===== src/rtl/rf_arb_pkg.sv =====
// Shared types and sizing for the register-file port arbiter.
// Geometry of the RF and the requester count live here.
package rf_arb_pkg;

  localparam int NUM_REQ   = 4;
  localparam int PHIT_SIZE = 32;
  localparam int ADDR_W    = 4;
  localparam int DEPTH_RF  = 12;

  typedef logic [$clog2(NUM_REQ)-1:0] req_idx_t;
  typedef logic [ADDR_W-1:0]          rf_addr_t;
  typedef logic [PHIT_SIZE-1:0]       phit_t;

  // One extra bit so a full-depth RF still compares correctly.
  localparam logic [ADDR_W:0] OOB_LIM =
    (ADDR_W+1)'(DEPTH_RF);

  function automatic logic is_oob(rf_addr_t a);
    return {1'b0, a} >= OOB_LIM;
  endfunction

endpackage


===== src/rtl/rf_port_arbiter_if.sv =====
// Requester-side bundle of the RF port arbiter.
// master = requesters, slave = arbiter.
interface rf_port_arbiter_if
  import rf_arb_pkg::*;
();

  logic [NUM_REQ-1:0]    wr_valid;
  rf_addr_t [NUM_REQ-1:0] wr_addr;
  phit_t [NUM_REQ-1:0]    wr_data;
  logic [NUM_REQ-1:0]    wr_ready;
  logic [NUM_REQ-1:0]    rd_valid;
  rf_addr_t [NUM_REQ-1:0] rd_addr;
  logic [NUM_REQ-1:0]    rd_ready;
  logic [NUM_REQ-1:0]    rsp_valid;
  phit_t                 rsp_data;
  logic                  oob_err;

  modport master (
    output wr_valid, wr_addr, wr_data,
    output rd_valid, rd_addr,
    input  wr_ready, rd_ready,
    input  rsp_valid, rsp_data, oob_err
  );

  modport slave (
    input  wr_valid, wr_addr, wr_data,
    input  rd_valid, rd_addr,
    output wr_ready, rd_ready,
    output rsp_valid, rsp_data, oob_err
  );

endinterface


===== src/rtl/rf_port_arbiter_rr_arb.sv =====
// Round-robin arbiter: valid vector to one-hot grant.
// Pointer advances past the winner; holds when idle.
module rr_arb
  import rf_arb_pkg::*;
#(
  parameter int N = NUM_REQ
) (
  input  logic                 clk,
  input  logic                 rst_n,
  input  logic [N-1:0]         valid,
  output logic [N-1:0]         grant,
  output logic [$clog2(N)-1:0] idx,
  output logic                 any
);

  localparam int IW = $clog2(N);

  logic [IW-1:0] ptr_q, ptr_d;
  logic [IW-1:0] sel;

  always_comb begin
    grant = '0;
    idx   = '0;
    any   = 1'b0;
    sel   = '0;
    for (int k = 0; k < N; k++) begin
      sel = IW'((int'(ptr_q) + k) % N);
      if (rst_n && !any && valid[sel]) begin
        any = 1'b1;
        idx = sel;
      end
    end
    if (any) grant[idx] = 1'b1;
    ptr_d = ptr_q;
    if (any) begin
      ptr_d = (int'(idx) == N-1) ? '0
                                 : idx + IW'(1);
    end
  end

  always_ff @(posedge clk or negedge rst_n) begin
    if (!rst_n) ptr_q <= '0;
    else        ptr_q <= ptr_d;
  end

endmodule


===== src/rtl/rf_port_arbiter.sv =====
// Shares a 1W/1R register file between requesters.
// Define RF_FWD_EN for write-first same-address reads.
module rf_port_arbiter
  import rf_arb_pkg::*;
(
  input  logic               clk,
  input  logic               rst_n,
  rf_port_arbiter_if.slave   req,
  output logic               rf_wen,
  output rf_addr_t           rf_wr_addr,
  output phit_t              rf_d_in,
  output rf_addr_t           rf_rd_addr,
  input  phit_t              rf_d_out
);

  logic [NUM_REQ-1:0] wr_gnt, rd_gnt;
  req_idx_t           wr_idx, rd_idx;
  logic               wr_any, rd_any;
  logic               wr_oob, rd_oob;
  phit_t              rd_val;

  logic [NUM_REQ-1:0] rsp_valid_q, rsp_valid_d;
  phit_t              rsp_data_q, rsp_data_d;
  logic               oob_err_q, oob_err_d;

  rr_arb #(.N(NUM_REQ)) u_wr_arb (
    .clk   (clk),
    .rst_n (rst_n),
    .valid (req.wr_valid),
    .grant (wr_gnt),
    .idx   (wr_idx),
    .any   (wr_any)
  );

  rr_arb #(.N(NUM_REQ)) u_rd_arb (
    .clk   (clk),
    .rst_n (rst_n),
    .valid (req.rd_valid),
    .grant (rd_gnt),
    .idx   (rd_idx),
    .any   (rd_any)
  );

  always_comb begin
    rf_wr_addr = wr_any ? req.wr_addr[wr_idx] : '0;
    rf_d_in    = wr_any ? req.wr_data[wr_idx] : '0;
    rf_rd_addr = rd_any ? req.rd_addr[rd_idx] : '0;
    wr_oob     = wr_any && is_oob(rf_wr_addr);
    rd_oob     = rd_any && is_oob(rf_rd_addr);
    rf_wen     = wr_any && !wr_oob;
    rd_val     = rf_d_out;
`ifdef RF_FWD_EN
    if (rf_wen && rf_wr_addr == rf_rd_addr)
      rd_val = rf_d_in;
`endif
    rsp_data_d = rsp_data_q;
    if (rd_any) rsp_data_d = rd_oob ? '0 : rd_val;
    rsp_valid_d = rd_gnt;
    oob_err_d   = wr_oob || rd_oob;
  end

  always_ff @(posedge clk or negedge rst_n) begin
    if (!rst_n) begin
      rsp_valid_q <= '0;
      rsp_data_q  <= '0;
      oob_err_q   <= 1'b0;
    end else begin
      rsp_valid_q <= rsp_valid_d;
      rsp_data_q  <= rsp_data_d;
      oob_err_q   <= oob_err_d;
    end
  end

  assign req.wr_ready  = wr_gnt;
  assign req.rd_ready  = rd_gnt;
  assign req.rsp_valid = rsp_valid_q;
  assign req.rsp_data  = rsp_data_q;
  assign req.oob_err   = oob_err_q;

endmodule


===== src/flat_wrapper.sv =====
// flat-port wrapper written by rule: the top's interface ports become plain ports
module rf_port_arbiter_flat import rf_arb_pkg::*;
  (clk, rst_n, rf_wen, rf_wr_addr, rf_d_in, rf_rd_addr, rf_d_out, req_wr_valid, req_wr_addr, req_wr_data, req_rd_valid, req_rd_addr, req_wr_ready, req_rd_ready, req_rsp_valid, req_rsp_data, req_oob_err);
  rf_port_arbiter_if req_i ();
  input  logic clk;
  input  logic rst_n;
  output logic rf_wen;
  output rf_addr_t rf_wr_addr;
  output phit_t rf_d_in;
  output rf_addr_t rf_rd_addr;
  input  phit_t rf_d_out;
  input wire logic [$bits(req_i.wr_valid)-1:0] req_wr_valid;
  input wire logic [$bits(req_i.wr_addr)-1:0] req_wr_addr;
  input wire logic [$bits(req_i.wr_data)-1:0] req_wr_data;
  input wire logic [$bits(req_i.rd_valid)-1:0] req_rd_valid;
  input wire logic [$bits(req_i.rd_addr)-1:0] req_rd_addr;
  output wire logic [$bits(req_i.wr_ready)-1:0] req_wr_ready;
  output wire logic [$bits(req_i.rd_ready)-1:0] req_rd_ready;
  output wire logic [$bits(req_i.rsp_valid)-1:0] req_rsp_valid;
  output wire logic [$bits(req_i.rsp_data)-1:0] req_rsp_data;
  output wire logic [$bits(req_i.oob_err)-1:0] req_oob_err;
  assign req_i.wr_valid = req_wr_valid;
  assign req_i.wr_addr = req_wr_addr;
  assign req_i.wr_data = req_wr_data;
  assign req_i.rd_valid = req_rd_valid;
  assign req_i.rd_addr = req_rd_addr;
  assign req_wr_ready = req_i.wr_ready;
  assign req_rd_ready = req_i.rd_ready;
  assign req_rsp_valid = req_i.rsp_valid;
  assign req_rsp_data = req_i.rsp_data;
  assign req_oob_err = req_i.oob_err;
  rf_port_arbiter u_core (.clk(clk), .rst_n(rst_n), .req(req_i), .rf_wen(rf_wen), .rf_wr_addr(rf_wr_addr), .rf_d_in(rf_d_in), .rf_rd_addr(rf_rd_addr), .rf_d_out(rf_d_out));
endmodule

===== config.mk =====
export PLATFORM = sky130hd
export DESIGN_NAME = rf_port_arbiter_flat
export DESIGN_NICKNAME = d
export VERILOG_FILES = /design/src/rtl/rf_arb_pkg.sv /design/src/rtl/rf_port_arbiter_if.sv /design/src/rtl/rf_port_arbiter_rr_arb.sv /design/src/rtl/rf_port_arbiter.sv /design/src/flat_wrapper.sv
export SDC_FILE = /design/constraint.sdc
export NUM_CORES = 1
export LEC_CHECK = 0
export CAP_MARGIN = 10
export CORE_AREA = 4 4 108 110
export DETAILED_ROUTE_END_ITERATION = 6
export DIE_AREA = 0 0 112 114
export HOLD_SLACK_MARGIN = 0.02
export PLACE_DENSITY_LB_ADDON = 0.1
export SLEW_MARGIN = 20
export SYNTH_ARGS = -nofsm -noshare
export SYNTH_HDL_FRONTEND = slang
export SYNTH_SLANG_ARGS = --single-unit

===== constraint.sdc =====
create_clock -name clk -period 3.8 [get_ports clk]
set_input_delay 0.95 -clock clk [delete_from_list [all_inputs] [get_ports clk]]
set_output_delay 0.95 -clock clk [all_outputs]
set_load 0.02 [all_outputs]

# Word level (Yosys, flattened, before mapping)
# Cells that the tools add are included.
# op_classes
n_addsub	8
n_lt_le_gt_ge	14
eq_ne	2
muxes	50
n_reduce_logical	27
# op_table
cell	n
two-way mux 32 bit	3
binary-select mux 32 bit (select 2 bit)	1
less-than comparator 2 x 3 -> 1 bit, second input constant	10
two-way mux 4 bit	6
two-way mux 2 bit	10
logical AND 1 bit	19
two-way mux 1 bit	18
binary-select mux 1 bit (select 2 bit)	8
binary-select mux 4 bit (select 2 bit)	2
adder 2 x 1 -> 2 bit, second input constant	4
adder 2 bit, second input constant	4
>= comparator 4 bit, second input constant	2
logical NOT 1 bit	7
demux 1 bit (select 2 bit)	2
== test 2 x 1 -> 1 bit, second input constant	2
>= comparator 2 x 1 -> 1 bit, second input constant	2
logical OR 1 bit	1
# word_totals
regBits	41
inputBits	202
output_inout_bits	86
elab_cells	106

# Logic depth before layout (Yosys ltp)
# Gate-level depths: netlist of run 1.
# depth
ltp_word	23
ltp_mapped	9
depth_no_buf	8

# Hierarchy
# A second synthesis of run 1 with hierarchy kept.
# hier_totals
cells_unflattened	357
hier_area_um2	3837.4
# by_module_without_submodules
mod	n_inst	cells_each	area_each_um2	seq_area_each_um2
rf_port_arbiter	1	243	2916.5	925.9
rr_arb at u_core.u_wr_arb	1	62	533.0	50.0
rr_arb at u_core.u_rd_arb	1	52	387.9	50.0

# Least setup slack after synthesis of run 1
# No wires, ideal clock.
# synth_timing
kind	input to output
startpoint	in req_wr_valid[0]
endpoint	out rf_d_in[10]
t_arrival_ns	2.609
t_required_ns	2.850
path_slack_ns	0.241
stages	8
n_path_buf	2
path_cell_list	inv_1 or3_1 a21oi_1 o221a_2 buf_2 buf_2 mux4_2 nor2b_1
# synth_via
elab_chain_cells	19
elab_cells_between_ends	29
cone_classes	19 x mux; 10 x reduce/logical
# synth_rtl
element	line_no	text
from (decl)	flat_wrapper.sv:12	input wire logic [$bits(req_i.wr_valid)-1:0] req_wr_valid;
binary-select mux 1 bit (select 2 bit)	rf_port_arbiter_rr_arb.sv:28	if (rst_n && !any && valid[sel]) begin
two-way mux 1 bit (not written as such)	rf_port_arbiter_rr_arb.sv:28	
logical AND 1 bit	rf_port_arbiter_rr_arb.sv:28	
two-way mux 1 bit	rf_port_arbiter_rr_arb.sv:28	
logical NOT 1 bit	rf_port_arbiter_rr_arb.sv:28	
logical AND 1 bit (2 in a row)	rf_port_arbiter_rr_arb.sv:28	
two-way mux 1 bit	rf_port_arbiter_rr_arb.sv:28	
logical NOT 1 bit	rf_port_arbiter_rr_arb.sv:28	
logical AND 1 bit (2 in a row)	rf_port_arbiter_rr_arb.sv:28	
two-way mux 1 bit	rf_port_arbiter_rr_arb.sv:28	
logical NOT 1 bit	rf_port_arbiter_rr_arb.sv:28	
logical AND 1 bit (2 in a row)	rf_port_arbiter_rr_arb.sv:28	
two-way mux 2 bit	rf_port_arbiter_rr_arb.sv:28	
binary-select mux 32 bit (select 2 bit)	rf_port_arbiter.sv:46	rf_d_in = wr_any ? req.wr_data[wr_idx] : '0;
two-way mux 32 bit (not written as such)	rf_port_arbiter.sv:46	
two-way mux 32 bit *	rf_port_arbiter.sv:46	
to (decl)	flat_wrapper.sv:9	output phit_t rf_d_in;
# Every way passes the cells marked *; elsewhere a longest branch is shown, timed or not. The select of a mux whose other input is x is not followed.

# Worst setup path after layout of run 1
# layout_timing
startpoint	in req_wr_valid[2]
endpoint	out rf_d_in[9]
# The elaborated chain is that of the path after synthesis.

==> metrics.md, run 1 <==
| Metric | Value |
|---|---|
| Outcome | `completed` |
| Clk slew on worst S/H paths | `80 ps` |
| H-tree Lvls | `2` |
| Async SR Flop Fraction | `100%` |
| #FFs+latches synth | `41` |
| # clock sinks | `41` |
| HP Class | `register to register` |
| Syn Area/Cell | `around 12 um2` |
| Peak fanout along the critical path | `8` |
| Fin cells | `slightly above 700` |
| Drt pass-1 iters | `4` |
| Hold Buf Count CTS | `0` |
| Primary FF master, synth | `dfrtp_1` |
| CTS tree | `done` |
| VDD IR max | `0.000184 V` |
| Clock Skew | `7.03 ps` |
| Share of the synthesized area in the top cell type | `33.2%` |
| Die area | `12800 um2` |
| Antenna viol nets, final | `0` |
| Type of the worst setup path | `primary input to output port` |
| Port bufs | `287` |
| First DRT Iteration DRCs | `167` |
| Busiest grt layer | `met2` |
| Max_slew headroom | `76.4%` |
| Count leader, synth | `dfrtp_1` |
| CP required | `approximately 2900 ps` |
| CP max stage cell | `mux4_2` |
| Max-capacitance violation count | `0` |
| Num CTS Buffers | `5` |
| Maximum clock path buffer count | `2` |
| Syn Std Cell Area | `between 3000 and 4000 um2` |
| Drt wl/cell | `19.7 um` |
| Setup violators final | `0` |
| I/O pin count | `288` |
| Root buffer cell | `clkbuf_8` |
| Synth cell types | `36` |
| DRC Markers | `0` |
| Core Box Area | `10700 um2` |
| Initial core utilization | `just under 30%` |
| Largest net degree at the start of global routing | `35` |
| Worst skew pair latency | `290 ps` |
| Synth Warn # | `0` |
| # rows | `38` |
| Commonest cells post-synth | `41 x dfrtp_1, 38 x mux4_2, 36 x nor2b_1` |
| Grt total ovfl | `0` |
| Yosys top cell by area | `dfrtp_1` |
| Ratio of cells with drive above 1 in the final layout | `between 30% and 40%` |
| Post-synthesis instance total | `253` |
| Static Leakage | `0.00291 uW` |
| Gr usage total | `21.4%` |
| Cell Chain, Critical Path | `clkbuf_4 > nand2b_4 > a211oi_2 > buf_4 > a211oi_4 > inv_4 > buf_6 > buf_12 > mux4_2 > nor2b_2 > buf_4` |
| FILL cells | `869` |
| Startpoint Class | `primary input` |
| WL final | `14300 um` |
| HPWL after DPL | `roughly 12000 um` |
| Top post-synthesis cells by area | `dfrtp_1 33%, mux4_2 28%, a22o_1 9.1%` |
| First-pass GRT wire length | `between 20000 and 25000 um` |
| Die Ht | `114 um` |
| CP max stage delay | `410 ps` |
| Met3 usage | `6.58%` |
| Initial antenna violation count | `0` |
| Worst EP arrival | `2810 ps` |
| Fin crit period | `about 3800 ps` |
| Final core utilization | `63.8%` |
| Pins Over Slew Limit | `0` |
| Vias per cell | `4.95` |
| Fmax | `~0.27 GHz` |
| Number of synthesized flops with an enable pin | `0` |
| Final instance area | `about 6800 um2` |
| Vias in the first global route | `about 4.0k` |
| Unrepaired setup endpoints after global routing | `yes` |
| Die width | `approximately 110 um` |
| Hold Fails Final Rpt | `0` |
| CP delay by family, top | `buffers and inverters` |
| Period utilization | `98.9%` |
| Crit. End Element | `output port` |
| GPL Wtd Cong | `0.934` |
| Vias | `3597` |
| CP most frequent cell | `buf_4` |
| Sequential area share after synthesis | `33.2%` |
| Placed Area | `approximately 6400 um2` |
| Final nets | `795` |
| Pwr Density | `357 nW/um2` |
| Global Route met2 Usage | `38.7%` |
| Layout area overhead | `121%` |
| Inst Count DP | `698` |
| Worst-margin pin slew | `354 ps` |
| WP buf/inv | `6` |
| Met1 Use GR | `~25%` |
| Syn Nets | `463` |
| # diodes | `0` |
## through the flow
| stage | hold slack (ps) | TNS, ps | setup slack (ps) | power [uW] |
|---|---|---|---|---|
| 2_1_floorplan | 511 | 0 | 241 | 1260 |
| 3_3_place_gp | 487 | -29280 | -699 | 1920 |
| 3_5_place_dp | 491 | -29100 | -697 | 1940 |
| 4_1_cts | 514 | -74.5 | -39.5 | 2450 |
| 5_1_grt | 523 | -159 | -28.2 | 2580 |
| 6_report | 507 | 0 | 43.3 | 2440 |
## power by group
part           switching (uW)  internal [uW]  leakage (uW)
registers                61.5            519      0.000513
clock network             155            214     0.0000574
logic                     601            890       0.00234
## flip-flops by register name, summed over array words and instances, names as in the netlist
signal and flops:
u_core.req.rsp_valid 4, u_core.req.oob_err 1, u_core.u_wr_arb.ptr_q 2, u_core.u_rd_arb.ptr_q 2
u_core.req.rsp_data 32
## metal layers
metal,wire [um],vias to the layer above
li1,-,1641
met5,0,-
met4,314,0
met3,1160,21
met1,5160,1758
met2,7650,177
## cell usage in the layout, fill, tap and decap left out, types with 6 or more instances in the layout
cell             count
a22o_1              32
and2_1               8
buf_12              10
buf_2               23
buf_4               42
buf_6               11
clkbuf_8             6
clkdlybuf4s50_1    231
dfrtp_1             41
dlygate4sd2_1        7
ha_1                 8
inv_1               13
mux4_2              38
nand2_1              9
nor2_1               8
nor2b_1             31
## logic make-up after synthesis
group	Yosys count	synth area share, %
AND/OR/NAND/NOR	67	12.2
buffers and inverters	33	5.15
flip-flops	41	33.2
multiplexers	47	30.8
adder cells (fa/ha/maj)	8	3.24
AO/OA/AOI/OAI	57	15.5
## path summary, 6_finish.rpt
check | end | cells past startpoint | slack [ps] | from
max | rf_d_in[9] | 11 | 40 | req_wr_valid[2]
min in group asynchronous | u_core.req.rsp_data[2] | 2 | 670 | rst_n
max in group asynchronous | u_core.req.rsp_data[15] | 3 | 2600 | rst_n
min reg2reg | u_core.req.rsp_data[28] | 1 | 510 | u_core.req.rsp_data[28]
max reg2reg | u_core.req.oob_err | 8 | 1590 | u_core.u_wr_arb.ptr_q[1]
min | u_core.req.rsp_data[28] | 1 | 510 | u_core.req.rsp_data[28]
## layout make-up
class | instances | area [um2] | share of cell area [%]
repair buffers | 343 | 3410 | 50.0
multi-input cells | 179 | 2030 | 29.8
flip-flops and latches | 41 | 1030 | 15.0
well taps | 140 | 175 | 2.57
clock buffers | 6 | 82.6 | 1.21
inverters | 15 | 61.3 | 0.898
clock inverters | 2 | 37.5 | 0.550
## what timing repair did
action,in CTS,in global routing
resized for setup,215,29
setup endpoints to repair,49,35
buffers inserted,15,1
gates cloned,5,0
pin swaps,6,5
hold endpoints to repair,0,0
No activity file was read; power rests on OpenSTA's default activity.
==> run 2: changes to the inputs <==
--- a/config.mk
+++ b/config.mk
@@ -6,9 +6,9 @@
 export NUM_CORES = 1
 export LEC_CHECK = 0
 export CAP_MARGIN = 10
-export CORE_AREA = 4 4 108 110
+export CORE_AREA = 5 5 109 111
 export DETAILED_ROUTE_END_ITERATION = 6
-export DIE_AREA = 0 0 112 114
+export DIE_AREA = 0 0 114 116
 export HOLD_SLACK_MARGIN = 0.02
 export PLACE_DENSITY_LB_ADDON = 0.1
 export SLEW_MARGIN = 20
==> constraint.sdc (replaced) <==
create_clock -name clk -period 3.8 [get_ports clk]
set_input_delay 0.95 -clock clk [delete_from_list [all_inputs] [get_ports clk]]
set_output_delay 0.95 -clock clk [all_outputs]
set_load 0.1 [all_outputs]
==> run 2 against run 1 <==
Against the previous run: core utilization increased by 7.1 points; clock-buffer cell count unchanged; cell count decreased by 2.1%; combinational power increased by 81%; via count decreased by 0.89%; maximum frequency decreased by 0.47%; largest cell class unchanged; critical path type unchanged.
==> metrics.md, run 2 (synthesis gave the netlist of run 1 again) <==
| Metric | Value |
|---|---|
| Outcome | `completed` |
| Initial antenna violation count | `0 (unchanged)` |
| # clock sinks | `41 (unchanged)` |
| Pwr Density | `468 nW/um2 (+31%)` |
| Most common cell after layout, fill and taps aside | `clkdlybuf4s50_1` |
| Fin crit period | `3770 ps (+17.6 ps)` |
| WP buf/inv | `6 (unchanged)` |
| Pins Over Slew Limit | `0 (unchanged)` |
| Number of flip-flops under the largest register name | `32 (unchanged)` |
| Hold Fails Final Rpt | `0 (unchanged)` |
| CP required | `2850 ps (about the same)` |
| Final instance area | `7590 um2 (+11%)` |
| Gr usage total | `22.4% (+1.0 points)` |
| Die Ht | `116 um (+1.8%)` |
| Post-route setup slack | `25.6 ps (-17.6 ps)` |
| HP Class | `register to register` |
| Largest net degree at the start of global routing | `35 (unchanged)` |
| I/O pin count | `288 (unchanged)` |
| Most frequent cells in the layout | `230 x clkdlybuf4s50_1, 63 x buf_12, 41 x dfrtp_1` |
| First DRT Iteration DRCs | `191 (+14%)` |
| HPWL after DPL | `12900 um (+11%)` |
| # diodes | `0 (unchanged)` |
| Vias per cell | `5.01 (+1.2%)` |
| Worst R2R Setup Slack | `1510 ps (-80 ps)` |
| H-tree Lvls | `2 (unchanged)` |
| Ratio of cells with drive above 1 in the final layout | `36.4% (+6.4 points)` |
| Unrepaired setup endpoints after global routing | `yes` |
| HP Start | `u_core.req.rsp_data[26]` |
| VDD IR max | `0.000264 V (+43%)` |
| Max_slew headroom | `30.7% (-46 points)` |
| Antenna viol nets, final | `0 (unchanged)` |
| Worst EP arrival | `2820 ps (about the same)` |
| Worst Hold End | `u_core.req.rsp_data[26]` |
| Reg2reg end | `u_core.req.oob_err` |
| CP max stage cell | `mux4_2` |
| Port bufs | `287 (unchanged)` |
| Final hold slack | `507 ps (+0.161 ps)` |
| Layout area overhead | `146%` |
| Fmax | `0.265 GHz (-0.47%)` |
| Worst r2r src | `u_core.u_wr_arb.ptr_q[1]` |
| Vias in the first global route | `4035 (+1.5%)` |
| Initial core utilization | `28.9% (unchanged)` |
| Static Leakage | `0.00316 uW (+8.6%)` |
| Core Box Area | `10700 um2 (unchanged)` |
| Placed Area | `7200 um2 (+13%)` |
| FILL cells | `785 (-9.7%)` |
| Grt total ovfl | `0 (unchanged)` |
| Vias | `3565 (-0.89%)` |
| WL final | `15500 um (+8.7%)` |
| Placement Setup Slack | `-337 ps (+360 ps)` |
| Final nets | `781 (-1.8%)` |
| CP max stage delay | `490 ps (+80 ps)` |
| CTS tree | `done` |
| Max-capacitance violation count | `0 (unchanged)` |
| Hold-critical path depth | `1 (unchanged)` |
| Root buffer cell | `clkbuf_8` |
| First-pass GRT wire length | `22700 um (+5.7%)` |
| GPL Wtd Cong | `0.844 (-9.6%)` |
| Setup violators final | `0 (unchanged)` |
| Peak fanout along the critical path | `7 (-1)` |
| CP delay by family, top | `buffers and inverters` |
| Cell Chain, Critical Path | `dlygate4sd2_1 > a211oi_2 > buf_4 > a211oi_4 > inv_4 > buf_12 > buf_16 > mux4_2 > nor2b_4 > buf_12` |
| Worst-margin pin slew | `1040 ps (+682 ps)` |
| DRC Markers | `0 (unchanged)` |
| Drt wl/cell | `21.8 um (+11%)` |
| Crit. End Element | `output port` |
| Worst skew pair latency | `290 ps (about the same)` |
| Clk slew on worst S/H paths | `70 ps (about the same)` |
| Hold Buf Count CTS | `0 (unchanged)` |
| R2R depth | `9 (+1)` |
| Drt pass-1 iters | `4 (unchanged)` |
| Num CTS Buffers | `5 (unchanged)` |
| Startpoint Class | `primary input` |
| Clock Skew | `6.34 ps (-0.682 ps)` |
| CP most frequent cell | `buf_12` |
| Maximum clock path buffer count | `2 (unchanged)` |
| # rows | `38 (unchanged)` |
| Die width | `114 um (+1.8%)` |
| Final core utilization | `70.9% (+7.1 points)` |
| Die area | `13200 um2 (+3.6%)` |
| Type of the worst setup path | `primary input to output port` |
| Period utilization | `99.3% (+0.46 points)` |
## run 2: changes by cell type in the layout (fill, tap and decap cells not counted), moves of 6 or more
cell | before | now
buf_12 | 10 | 63
nor2b_1 | 31 | 1
nor2b_4 | 4 | 34
buf_4 | 42 | 19
buf_2 | 23 | 4
buf_6 | 11 | 5
## run 2: routing by layer
| layer | wire [um] | vias to the layer above | share of wire, % | global-route usage, % |
|---|---|---|---|---|
| li1 | - | 1611 | - | - |
| met1 | 5390 | 1778 | 35 | 24.9 |
| met2 | 8760 | 155 | 56 | 42.9 |
| met3 | 1080 | 21 | 6.9 | 5.80 |
| met4 | 309 | 0 | 2.0 | 4.99 |
| met5 | 0 | - | 0 | 0 |
## run 2: worst reg2reg max path: stages, from the launching register on
cell and delay (ps):
dfrtp_1 470, nand2b_1 210, a211oi_2 260, buf_4 160
a211oi_4 40, buf_4 140, buf_6 140, mux2i_2 150
or4_1 500, o311ai_0 120
## run 2: report_power, final
part / total, uW / switching (uW) / leakage [uW] / internal [uW]
clock network: 277 / 150 / 0.0000412 / 127
registers: 580 / 61.1 / 0.000513 / 519
logic: 2690 / 1570 / 0.00260 / 1130
total: 3550 / 1780 / 0.00316 / 1780
## run 2: stage by stage
step	setup TNS (ps)	power, uW	instances
4_1_cts	0	3570	711
3_5_place_dp	-12070	3150	694
6_report	0	3550	711
3_3_place_gp	-10850	3120	694
5_1_grt	-571	3680	711
2_1_floorplan	-982	2240	253
## run 2: what timing repair did
item / in CTS / in global routing
setup endpoints to repair: 45 / 21
pin swaps: 6 / 2
buffers inserted: 6 / 0
resized for setup: 42 / 6
cloned: 4 / 0
## run 2: worst max path at each step
stage                               start       endpoint  slack [ps]  cells after the start
after global routing      req_wr_valid[2]    rf_d_in[24]         -60                     11
after global placement    req_wr_valid[0]    rf_d_in[10]        -310                      9
after CTS                 req_rd_valid[1]  rf_rd_addr[2]          30                      7
after floorplan           req_wr_valid[0]    rf_d_in[10]        -260                      8
after detailed placement  req_wr_valid[2]    rf_d_in[26]        -340                     10
final                     req_wr_valid[1]    rf_d_in[19]          30                     10
## run 2: area by class of cell
type                       instances  area, um2  share of cell area, %
multi-input combinational        179       2310                   30.5
tap                              140        175                   2.31
sequential                        41       1030                   13.5
inverter                          15       58.8                  0.775
clock buffer                       6       72.6                  0.956
clock inverter                     1       8.76                  0.115
timing repair buffer             329       3940                   51.9
